[src/rtl/pc_predict_pkg.sv]
// Shared constants, counter encodings and the saturating-counter helper for the
// fetch-side PC generator and branch history table.
package pc_predict_pkg;

  localparam int unsigned INST_ADDR_W = 32;
  localparam int unsigned INST_W      = 32;
  localparam int unsigned OPCODE_W    = 6;
  localparam int unsigned CTR_W       = 2;

  localparam logic [OPCODE_W-1:0] EXE_BNE = 6'b000101;

  // Saturating 2-bit direction counter; MSB is the taken prediction.
  typedef enum logic [CTR_W-1:0] {
    CTR_SNT = 2'b00,
    CTR_WNT = 2'b01,
    CTR_WT  = 2'b10,
    CTR_ST  = 2'b11
  } ctr_e;

  localparam int unsigned      BHT_IDX_W_DFLT = 6;
  localparam logic [CTR_W-1:0] BHT_INIT_DFLT  = CTR_WNT;

  function automatic logic [CTR_W-1:0] ctr_next(input logic [CTR_W-1:0] cur,
                                                input logic taken);
    logic [CTR_W-1:0] nxt;
    nxt = cur;
    if (taken) begin
      if (cur != CTR_ST) nxt = cur + CTR_W'(1);
    end else begin
      if (cur != CTR_SNT) nxt = cur - CTR_W'(1);
    end
    return nxt;
  endfunction

endpackage

[src/rtl/pc_bht.sv]
// Branch history table: 2-bit saturating counters, one combinational read port
// and one synchronous update port; no read-during-write bypass.
module pc_bht
  import pc_predict_pkg::*;
#(
  parameter int unsigned      IDX_W = BHT_IDX_W_DFLT,
  parameter logic [CTR_W-1:0] INIT  = BHT_INIT_DFLT
) (
  input  logic             clk,
  input  logic             rst,
  input  logic [IDX_W-1:0] rd_idx,
  output logic [CTR_W-1:0] rd_ctr_c,
  input  logic             upd_valid,
  input  logic [IDX_W-1:0] upd_idx,
  input  logic             upd_taken
);

  localparam int unsigned DEPTH = 1 << IDX_W;

  logic [CTR_W-1:0] ctr [DEPTH];

  // Prediction sees the pre-update value when read and update collide.
  assign rd_ctr_c = ctr[rd_idx];

  always_ff @(posedge clk) begin
    if (rst) begin
      for (int unsigned i = 0; i < DEPTH; i++) begin
        ctr[IDX_W'(i)] <= INIT;
      end
    end else if (upd_valid) begin
      ctr[upd_idx] <= ctr_next(ctr[upd_idx], upd_taken);
    end
  end

endmodule

[src/rtl/pc_predict.sv]
// Fetch PC generator with BNE predecode and counter-table direction prediction.
// The predictor is built only when PC_BRANCH_PREDICT_EN is defined.
module pc_predict
  import pc_predict_pkg::*;
#(
  parameter int unsigned      BHT_IDX_W = BHT_IDX_W_DFLT,
  parameter logic [CTR_W-1:0] BHT_INIT  = BHT_INIT_DFLT
) (
  input  logic                   clk,
  input  logic                   rst,
  input  logic                   input_stall,
  input  logic [INST_W-1:0]      input_inst,
  input  logic                   input_branch_flag,
  input  logic [INST_ADDR_W-1:0] input_branch_addr,
  input  logic                   input_upd_valid,
  input  logic [INST_ADDR_W-1:0] input_upd_pc,
  input  logic                   input_upd_taken,
  output logic [INST_ADDR_W-1:0] output_pc,
  output logic                   output_ce,
  output logic                   output_isTaken
);

  logic                   taken_c;
  logic [INST_ADDR_W-1:0] next_pc_c;

`ifdef PC_BRANCH_PREDICT_EN
  logic                   is_bne_c;
  logic [INST_ADDR_W-1:0] target_c;
  logic [CTR_W-1:0]       rd_ctr_c;
  logic [BHT_IDX_W-1:0]   rd_idx_c;
  logic [BHT_IDX_W-1:0]   upd_idx_c;
  logic                   unused_bits;

  // Target arithmetic matches the decoder's BNE target exactly.
  assign is_bne_c  = (input_inst[31:26] == EXE_BNE);
  assign target_c  = output_pc + INST_ADDR_W'(4)
                   + {{14{input_inst[15]}}, input_inst[15:0], 2'b00};
  assign rd_idx_c  = output_pc[BHT_IDX_W+1:2];
  assign upd_idx_c = input_upd_pc[BHT_IDX_W+1:2];

  pc_bht #(
    .IDX_W (BHT_IDX_W),
    .INIT  (BHT_INIT)
  ) u_bht (
    .clk       (clk),
    .rst       (rst),
    .rd_idx    (rd_idx_c),
    .rd_ctr_c  (rd_ctr_c),
    .upd_valid (input_upd_valid),
    .upd_idx   (upd_idx_c),
    .upd_taken (input_upd_taken)
  );

  assign taken_c     = output_ce & is_bne_c & rd_ctr_c[1];
  assign unused_bits = ^{input_inst[25:16], input_upd_pc};
`else
  logic unused_bits;

  assign taken_c     = 1'b0;
  assign unused_bits = ^{input_inst, input_upd_valid, input_upd_pc, input_upd_taken};
`endif

  assign output_isTaken = taken_c;

  // Redirect outranks prediction, which outranks sequential fetch.
  always_comb begin
    next_pc_c = output_pc + INST_ADDR_W'(4);
`ifdef PC_BRANCH_PREDICT_EN
    if (taken_c) next_pc_c = target_c;
`endif
    if (input_branch_flag) next_pc_c = input_branch_addr;
  end

  // First cycle out of reset only raises ce; PC starts moving the cycle after.
  always_ff @(posedge clk) begin
    if (rst) begin
      output_pc <= '0;
      output_ce <= 1'b0;
    end else if (!output_ce) begin
      output_ce <= 1'b1;
    end else if (!input_stall) begin
      output_pc <= next_pc_c;
    end
  end

endmodule

[config.mk]
export PLATFORM = sky130hd
export DESIGN_NAME = pc_predict
export DESIGN_NICKNAME = d
export VERILOG_FILES = /design/src/rtl/pc_predict_pkg.sv /design/src/rtl/pc_bht.sv /design/src/rtl/pc_predict.sv
export SDC_FILE = /design/constraint.sdc
export NUM_CORES = 1
export LEC_CHECK = 0
export BUFFER_PORTS_ARGS = -buffer_cell sky130_fd_sc_hd__clkbuf_2
export CORE_UTILIZATION = 43
export DETAILED_ROUTE_END_ITERATION = 8
export HOLD_SLACK_MARGIN = 0.12
export PLACE_DENSITY_LB_ADDON = 0.08
export SETUP_SLACK_MARGIN = 0.3
export SYNTH_ARGS = -nofsm -noshare
export SYNTH_HDL_FRONTEND = slang
export SYNTH_SLANG_ARGS = --single-unit
[constraint.sdc]
create_clock -name clk -period 2 [get_ports clk]
set_clock_uncertainty 0.2 [all_clocks]
set_input_delay 0.1 -clock clk [delete_from_list [all_inputs] [get_ports clk]]
set_output_delay 0.1 -clock clk [all_outputs]
set_load 0.005 [all_outputs]
==> results of run 1 <==
-- tightest hold or removal path, delay by kind of cell --
family / cells / cell delay, ns
AO/OA/AOI/OAI: 2 / 0.22
AND/OR/NAND/NOR: 1 / 0.23
buffers and inverters: 1 / 0.09
-- power by group through the flow --
stage	Combinational (µW)	Clock, µW	Sequential [µW]
floorplan	145	0	746
global placement	253	0	749
detailed placement	255	0	750
CTS	325	523	726
global route	377	547	729
finish	344	513	724
-- cell usage after synthesis (3+ instances only) --
cell and instances:
and3_1 7, nand2_1 29, a32o_1 4, a31oi_1 11
nor3_1 7, mux2i_1 5, inv_1 5, buf_2 3
nand4_1 9, buf_4 4, and2_1 3, buf_1 3
a22oi_1 5, a21oi_1 26, and4_1 5, nand3_1 10
o31ai_1 3, dfxtp_1 33, o22ai_1 9, clkbuf_1 10
a22o_1 4, o21ai_0 19, nor2_1 29, a211oi_1 3
-- stage by stage --
| stage | hold slack [ns] | instances | utilization, % |
|---|---|---|---|
| finish | 0.187 | 469 | 71.3 |
| global route | 0.203 | 469 | 71.3 |
| CTS | 0.255 | 461 | 68.3 |
| detailed placement | 0.137 | 408 | 55.6 |
| global placement | 0.126 | 408 | 55.6 |
| floorplan | 0.0259 | 277 | - |
-- final cells by class --
class	instances	area (µm²)	share of cell area, %
repair buffers	137	991	29.4
well taps	67	83.8	2.49
clock inverters	1	7.51	0.223
inverters	5	22.5	0.668
clock buffers	7	76.3	2.27
flip-flops and latches	33	724	21.5
multi-input cells	219	1460	43.4
-- worst max path at each step --
stage                        from       endpoint  slack [ns]
floorplan           output_pc[17]  output_pc[27]        0.24
global placement    output_pc[20]  output_pc[27]        0.12
detailed placement  output_pc[20]  output_pc[27]         0.1
CTS                  output_pc[3]  output_pc[30]        0.23
global route        output_pc[12]  output_pc[27]        0.19
finish               output_pc[6]  output_pc[27]        0.24
-- state kept, by name (all words and copies together), names as in the netlist --
register / cells
output_pc: 32
output_ce: 1
-- kinds of logic (layout without fill, tap and decap cells) --
group	after synthesis	in the layout	share of synthesized area (%)
buffers and inverters	26	150	5.88
AND/OR/NAND/NOR	115	116	30.4
flip-flops	33	33	31.4
adder cells (fa/ha/maj)	1	1	0.594
AO/OA/AOI/OAI	95	95	28.7
multiplexers	6	6	2.91
other	1	1	0.178
-- what timing repair did --
action,in CTS,in global routing
hold buffers,35,0
gates cloned,1,0
buffers inserted,9,8
resized for setup,29,25
setup endpoints to repair,17,17
pin swaps,10,11
hold endpoints to repair,33,0
-- layer usage --
layer | part of all wire, % | vias to the layer above
li1 | - | 1294
met1 | 45 | 1186
met2 | 47 | 106
met3 | 6.2 | 16
met4 | 1.9 | 0
met5 | 0 | -
==> impl_metrics.py, run 1 <==
metrics = {
    "run_status": {
        "status": "complete, no violations",
    },
    "worst_setup_path": {
        "worst-path-buf-inv": 0,
        "worstPathRequired_ns": 1.99,
        "crit_fanout": 8,
        "cp.depth": 5,
        "r2r_cells": 5,
        "worst_r2r_startpoint": "output_pc[6]",
        "end_kind": "flop",
        "r2r_end": "output_pc[27]",
        "crit_family": "simple AND/OR/NAND/NOR gates",
        "crit_arrival_ns": 1.75,
        "r2r_slack_ns": 0.24,
        "worstSetupPathType": "flop to flop",
        "cpPeakStageDelay_ns": 0.41,
        "start_kind": "flop",
        "crit_chain": "and3_4 -> nand2_2 -> nor4b_4 -> nand4_1 -> a31o_2",
        "crit_slowest_cell": "dfxtp_2",
    },
    "global_route": {
        "grtUsageMet3_pct": 5.28,
        "gr-usage-met1_pct": 36.1,
        "grt_max_degree": 48,
        "antenna_found_initial": 0,
        "met2_usage_pct": 41.7,
        "grt_use_total_pct": 26.6,
        "grt_pass1_wl_um": 10700,
        "overflow": 0,
        "grt.busiest_layer": "met2",
        "grt_pass1_vias": 2214,
    },
    "pwr": {
        "p_leak_uw": 0.00142,
        "intPower_uw": 1110,
        "power_uw": 1580,
        "power_density_nw_per_um2": 469,
        "p_comb_share_pct": 21.8,
        "p_switching_uw": 470,
        "sw_frac_of_total_pct": 29.7,
        "pwr-share-clk_pct": 32.4,
        "peakVddDrop_mv": 0.298,
        "sequentialPowerShare_pct": 45.8,
    },
    "timing": {
        "fmax_mhz": 568,
        "final-setup-viol-count": 0,
        "setup_ws_ns": 0.240,
        "fin_crit_ns": 1.76,
        "final.setup.tns_ns": 0,
        "rsz0062_at_grt": "yes",
        "period_share_pct": 88.0,
        "slew_violations": 0,
        "hold_viol": 0,
    },
    "die": {
        "rows": 25,
        "coreArea_um2": 4720,
        "initial_core_util_pct": 44.6,
        "dieArea_um2": 5180,
        "io_pins": 136,
        "die-width_um": 72.0,
        "die_h_um": 72.0,
    },
    "final_layout": {
        "area_growth_syn_to_layout_pct": 60.0,
        "final_common_cell": "clkbuf_2",
        "final_area_um2": 3370,
        "fill_cells": 387,
        "antenna_cells": 0,
        "mostFrequentLayoutCells": "clkbuf_2, dlygate4sd3_1, buf_4, nor2_1",
        "layout-drive-gt1-share_pct": 42.3,
        "layout.nets": 504,
    },
    "synthesis": {
        "yosys_register_bits": 33,
        "ys.flop_type": "dfxtp_1",
        "yosysWarnings": 0,
        "yosysSeqAreaShare_pct": 31.4,
        "synth_top_area_share_pct": 31.4,
        "synth_cells": 277,
        "yosysTopAreaCell": "dfxtp_1",
        "ys_types": 47,
        "synth.cell_area_um2": 2110,
        "syn-num-nets": 380,
        "synth_edf_count": 0,
        "ys_async_sr_fraction_pct": 0,
        "synth.area.top_cells": "dfxtp_1, a21oi_1, nand2_1, nor2_1, o21ai_0",
        "postSynthAreaPerCell_um2": 7.60,
    },
    "placement": {
        "pre_cts_ws_ns": 0.0985,
        "place_area_um2": 2630,
        "hpwl_um": 4190,
        "gp_congestion": 0.783,
        "port_buffers": 68,
    },
    "routing": {
        "post_drt_wl_per_cell_um": 14.8,
        "vias": 2602,
        "via_per_inst": 5.55,
        "drc": 0,
        "drtAntennaViolNets": 0,
        "first_pass_iters": 4,
        "wl_um": 6930,
        "drt-initial-drc-count": 232,
    },
    "cts": {
        "cts-root-buf": "clkbuf_8",
        "cts.clk_slew.worst_paths_ns": 0.07,
        "cts_tree": "yes",
        "clk_path_buf_depth": 2,
        "clock_latency_ns": 0.29,
        "cts_sinks": 33,
        "htreeDepth": 2,
        "numCtsBuffers": 5,
    },
    "min_path": {
        "min-delay-start": "input_stall",
        "worstHoldPathCells": 4,
        "worst_hold_path.endpoint": "output_pc[18]",
        "min_path_type": "primary input to flop",
    },
    "job": {
        "maxCapViolations": 0,
    },
}
Note: power is estimated with default switching activity, not from simulation.
==> run 2: changes to the inputs <==
--- a/config.mk
+++ b/config.mk
@@ -6,7 +6,7 @@
 export NUM_CORES = 1
 export LEC_CHECK = 0
 export BUFFER_PORTS_ARGS = -buffer_cell sky130_fd_sc_hd__clkbuf_2
-export CORE_UTILIZATION = 43
+export CORE_UTILIZATION = 40
 export DETAILED_ROUTE_END_ITERATION = 8
 export HOLD_SLACK_MARGIN = 0.12
 export PLACE_DENSITY_LB_ADDON = 0.08
==> run 2 against run 1 <==
Worst setup slack got worse by 0.018 ns. Maximum frequency decreased by 1.0%. Final cell count up 3.8%. Clock power rose by 4.5%. Register-to-register slack lost 0.02 ns. Combinational power grew 2%. Largest cell class unchanged.
==> impl_metrics.py, run 2 (synthesis gave the netlist of run 1 again) <==
metrics = {
    "final_layout": {
        "area_growth_syn_to_layout_pct": 64.6,
        "layout.nets": 519,
        "largest_reg_flops": 32,
        "largestRegisters": "output_pc x32, output_ce x1",
        "mostFrequentLayoutCells": "clkbuf_2, buf_4, dlygate4sd3_1, nor2_1, nand2_1",
        "final_common_cell": "clkbuf_2",
        "regMostFlops": "output_pc",
        "layout-drive-gt1-share_pct": 41.5,
        "antenna_cells": 0,
    },
    "timing": {
        "slew_violations": 0,
        "final.setup.tns_ns": 0,
        "period_share_pct": 88.9,
        "fin_crit_ns": 1.78,
        "hold_viol": 0,
        "final-setup-viol-count": 0,
        "setup_ws_ns": 0.222,
        "fmax_mhz": 562,
        "rsz0062_at_grt": "yes",
    },
    "routing": {
        "vias": 2627,
        "wl_um": 6990,
        "via_per_inst": 5.39,
        "drc": 0,
        "post_drt_wl_per_cell_um": 14.3,
        "first_pass_iters": 4,
        "drtAntennaViolNets": 0,
        "drt-initial-drc-count": 133,
    },
    "cts": {
        "cts-root-buf": "clkbuf_8",
        "htreeDepth": 2,
        "numCtsBuffers": 5,
        "clock_latency_ns": 0.29,
        "cts_tree": "yes",
        "clk_path_buf_depth": 2,
        "cts.clk_slew.worst_paths_ns": 0.07,
        "cts_sinks": 33,
    },
    "global_route": {
        "antenna_found_initial": 0,
        "grt_pass1_vias": 2344,
        "gr-usage-met1_pct": 32.2,
        "grt_pass1_wl_um": 10800,
        "met2_usage_pct": 43.6,
        "grt_use_total_pct": 25.3,
        "grtUsageMet3_pct": 5.56,
        "grt.busiest_layer": "met2",
        "overflow": 0,
        "grt_max_degree": 38,
    },
    "min_path": {
        "min_path_type": "primary input to flop",
    },
    "die": {
        "dieArea_um2": 5560,
        "coreArea_um2": 5070,
        "rows": 26,
        "die_h_um": 74.6,
        "die-width_um": 74.6,
        "io_pins": 136,
        "initial_core_util_pct": 41.5,
    },
    "worst_setup_path": {
        "end_kind": "flop",
        "worstPathRequired_ns": 1.98,
        "crit_fanout": 4,
        "start_kind": "flop",
        "crit_arrival_ns": 1.76,
        "worstSetupPathType": "flop to flop",
    },
    "placement": {
        "port_buffers": 68,
        "hpwl_um": 4250,
        "gp_congestion": 0.764,
        "pre_cts_ws_ns": 0.142,
    },
    "job": {
        "maxCapViolations": 0,
    },
    "pwr": {
        "peakVddDrop_mv": 0.340,
        "p_leak_uw": 0.00150,
        "power_density_nw_per_um2": 464,
    },
    "run_status": {
        "status": "complete, no violations",
    },
}
[run 2: cell types whose count changed in the layout (fill, tap and decap cells not counted), moves of 2 or more]
cell	before	now
and3_2	2	0
buf_4	29	41
buf_6	2	6
clkinvlp_4	2	0
dfxtp_1	10	13
dfxtp_2	9	5
o21ai_1	0	2
[run 2: layout make-up]
cell class                      count  area, µm²
Fill cell                         444       1610
Inverter                            5       18.8
Sequential cell                    33        723
Tap cell                           70       87.6
Timing Repair Buffer              153       1120
Multi-Input combinational cell    218       1430
Clock buffer                        8       90.1
[run 2: worst paths after layout]
path / from / endpoint / slack (ns) / depth (start not counted)
hold / removal: input_branch_flag / output_pc[21] / 0.19 / 4
hold reg to reg: output_pc[1] / output_pc[1] / 0.26 / 2
setup / recovery: output_pc[19] / output_pc[27] / 0.22 / 5
setup reg to reg: output_pc[19] / output_pc[27] / 0.22 / 5
[run 2: worst max-delay path, cell delays in order (launching register included)]
cell and delay (ns):
dfxtp_4 0.38, nand3_4 0.11, nor4_4 0.29, nor4b_4 0.31
nand4_1 0.13, a31o_2 0.25
[run 2: timing repair]
item,CTS,global route
setup endpoints to repair,18,22
hold buffers,36,0
resized for setup,32,18
setup buffers,16,13
pin swaps,15,26
hold endpoints to repair,33,0
[run 2: metrics by stage]
step	power [µW]	hold WS [ns]	utilization [%]	instances	instance area [µm²]
finish	1610	0.186	68.3	487	3470
global route	1700	0.212	68.3	487	3470
CTS	1610	0.122	65.0	474	3300
detailed placement	1010	0.134	52.0	414	2640
global placement	1000	0.125	52.0	414	2640
floorplan	890	0.0259	-	277	2160
[run 2: per-layer routing]
layer  wire length [µm]  share of wire, %  vias up
li1                   -                 -     1321
met1               3210                46     1198
met2               3300                47      101
met3                415               5.9        7
met4                 54              0.77        0
met5                  0                 0        -
[run 2: power breakdown]
group / internal (µW) / total [µW] / switching, µW
combinational: 189 / 350 / 161
sequential: 680 / 722 / 41.8
clock: 281 / 536 / 255
total: 1150 / 1610 / 457
==> run 3: changes to the inputs <==
==> constraint.sdc (replaced) <==
create_clock -name clk -period 1.9 [get_ports clk]
set_clock_uncertainty 0.2 [all_clocks]
set_input_delay 0.095 -clock clk [delete_from_list [all_inputs] [get_ports clk]]
set_output_delay 0.095 -clock clk [all_outputs]
set_load 0.005 [all_outputs]
==> run 3 against run 2 <==
Register-to-register slack lost 0.08 ns. Critical path depth grew 2. Non-clock buffer count shrank 5. Combinational power grew 7.4%. Via count grew 1.3%. Cell area shrank 1.2%. Power grew 3.2%.
==> impl_metrics.py, run 3 (synthesis gave the netlist of run 1 again) <==
metrics = {
    "run_status": {
        "status": "complete, no violations",
    },
    "cts": {
        "numCtsBuffers": 5,
        "cts_hold_buf": 34,
        "cts_sinks": 33,
        "cts-root-buf": "clkbuf_8",
        "clk_path_buf_depth": 2,
        "cts_tree": "yes",
        "clock_latency_ns": 0.29,
        "cts.clk_slew.worst_paths_ns": 0.08,
        "htreeDepth": 2,
    },
    "placement": {
        "hpwl_um": 4330,
        "gp_congestion": 0.785,
        "port_buffers": 68,
        "place_area_um2": 2690,
    },
    "pwr": {
        "p_comb_share_pct": 22.7,
        "power_density_nw_per_um2": 484,
        "pwr-share-clk_pct": 31.5,
        "sw_frac_of_total_pct": 29.0,
        "p_switching_uw": 480,
        "intPower_uw": 1180,
        "peakVddDrop_mv": 0.279,
        "p_leak_uw": 0.00149,
        "sequentialPowerShare_pct": 45.8,
    },
    "min_path": {
        "min_path_type": "primary input to flop",
        "worstHoldPathCells": 5,
    },
    "final_layout": {
        "mostFrequentLayoutCells": "clkbuf_2, buf_4, dlygate4sd3_1, nor2_1, nand2_1",
        "final_common_cell": "clkbuf_2",
        "antenna_cells": 0,
        "largest_reg_flops": 32,
        "regMostFlops": "output_pc",
        "largestRegisters": "output_pc x32, output_ce x1",
        "layout-drive-gt1-share_pct": 42.4,
        "final_area_um2": 3420,
        "layout.nets": 515,
        "area_growth_syn_to_layout_pct": 62.6,
    },
    "worst_setup_path": {
        "r2r_end": "output_pc[16]",
        "crit_arrival_ns": 1.72,
        "end_kind": "flop",
        "worst_r2r_startpoint": "output_pc[2]",
        "worstSetupPathType": "flop to flop",
        "crit_fanout": 6,
        "crit_start": "output_pc[2]",
        "r2r_cells": 7,
        "r2r_slack_ns": 0.15,
        "start_kind": "flop",
        "cp-endpoint": "output_pc[16]",
        "worstPathRequired_ns": 1.86,
    },
    "die": {
        "die-width_um": 74.6,
        "initial_core_util_pct": 41.5,
        "io_pins": 136,
        "rows": 26,
        "coreArea_um2": 5070,
        "dieArea_um2": 5560,
        "die_h_um": 74.6,
    },
    "global_route": {
        "overflow": 0,
        "grt_pass1_wl_um": 10900,
        "grt_use_total_pct": 25.8,
        "grt_pass1_vias": 2313,
        "grt_max_degree": 44,
        "antenna_found_initial": 0,
    },
    "routing": {
        "drtAntennaViolNets": 0,
        "post_drt_wl_per_cell_um": 14.6,
        "first_pass_iters": 4,
        "vias": 2661,
        "drt-initial-drc-count": 86,
        "wl_um": 7030,
        "drc": 0,
        "via_per_inst": 5.51,
    },
    "timing": {
        "rsz0062_at_grt": "yes",
        "hold_viol": 0,
        "fmax_mhz": 570,
        "slew_violations": 0,
        "final.setup.tns_ns": 0,
        "fin_crit_ns": 1.75,
        "final-setup-viol-count": 0,
        "period_share_pct": 92.3,
    },
    "job": {
        "maxCapViolations": 0,
    },
}
## run 3: cell types whose count changed in the layout (fill, tap and decap cells not counted), moves of 2 or more
cell and change:
dfxtp_2 +4, buf_6 -3, dfxtp_4 -3, a21oi_1 -2, a21oi_2 +2, dlygate4sd3_1 -2
o22ai_1 -2, o22ai_2 +2
## run 3: area by class of cell
| class | count | area (µm²) |
|---|---|---|
| clock inverter | 1 | 5.00 |
| clock buffer | 7 | 76.3 |
| timing repair buffer | 148 | 1060 |
| multi-input combinational | 219 | 1460 |
| sequential | 33 | 717 |
| tap | 70 | 87.6 |
| inverter | 5 | 18.8 |
| fill | 480 | 1650 |
## run 3: critical path, cell delays in order, from the launching register on
cell and delay (ns):
dfxtp_4 0.37, ha_4 0.16, and3_4 0.18, buf_4 0.13
and4_4 0.16, a31o_2 0.25, a21oi_2 0.12, nor3_1 0.04
## run 3: power by group through the flow
stage | Clock [µW] | Sequential, µW | Combinational (µW)
after detailed placement | 0 | 786 | 279
after floorplan | 0 | 786 | 152
final | 523 | 760 | 376
after CTS | 541 | 758 | 360
after global routing | 567 | 765 | 413
after global placement | 0 | 786 | 278
## run 3: worst min-delay path by stage
stage / endpoint / start / slack, ns
after floorplan: output_ce / rst / 0.02
after global placement: output_pc[0] / input_branch_addr[0] / 0.12
after detailed placement: output_pc[0] / input_branch_addr[0] / 0.12
after CTS: output_pc[8] / input_stall / 0.07
after global routing: output_pc[8] / input_stall / 0.1
final: output_pc[8] / input_stall / 0.08
## run 3: repair_timing
action,CTS,global route
setup buffers,18,5
endpoints found under the hold margin,33,3
pin swaps,21,12
resized for setup,32,12
endpoints found under the setup margin,20,24
gates cloned,1,0
## run 3: per-stage QoR
step | util [%] | cells | setup slack, ns | power, µW | hold WS (ns)
after floorplan | - | 277 | 0.141 | 938 | 0.0209
after global placement | 52.9 | 417 | 0.0705 | 1060 | 0.121
after detailed placement | 52.9 | 417 | 0.0531 | 1070 | 0.124
after CTS | 65.6 | 478 | 0.140 | 1660 | 0.0684
after global routing | 67.5 | 483 | 0.0830 | 1740 | 0.0962
final | 67.5 | 483 | 0.146 | 1660 | 0.0780
## run 3: layer usage
| metal | global-route usage, % | share of wire (%) | up-vias |
|---|---|---|---|
| met2 | 43.2 | 48 | 99 |
| li1 | - | - | 1313 |
| met1 | 34.1 | 45 | 1243 |
| met4 | 6.50 | 0.90 | 0 |
| met5 | 0 | 0 | - |
| met3 | 4.88 | 5.8 | 6 |
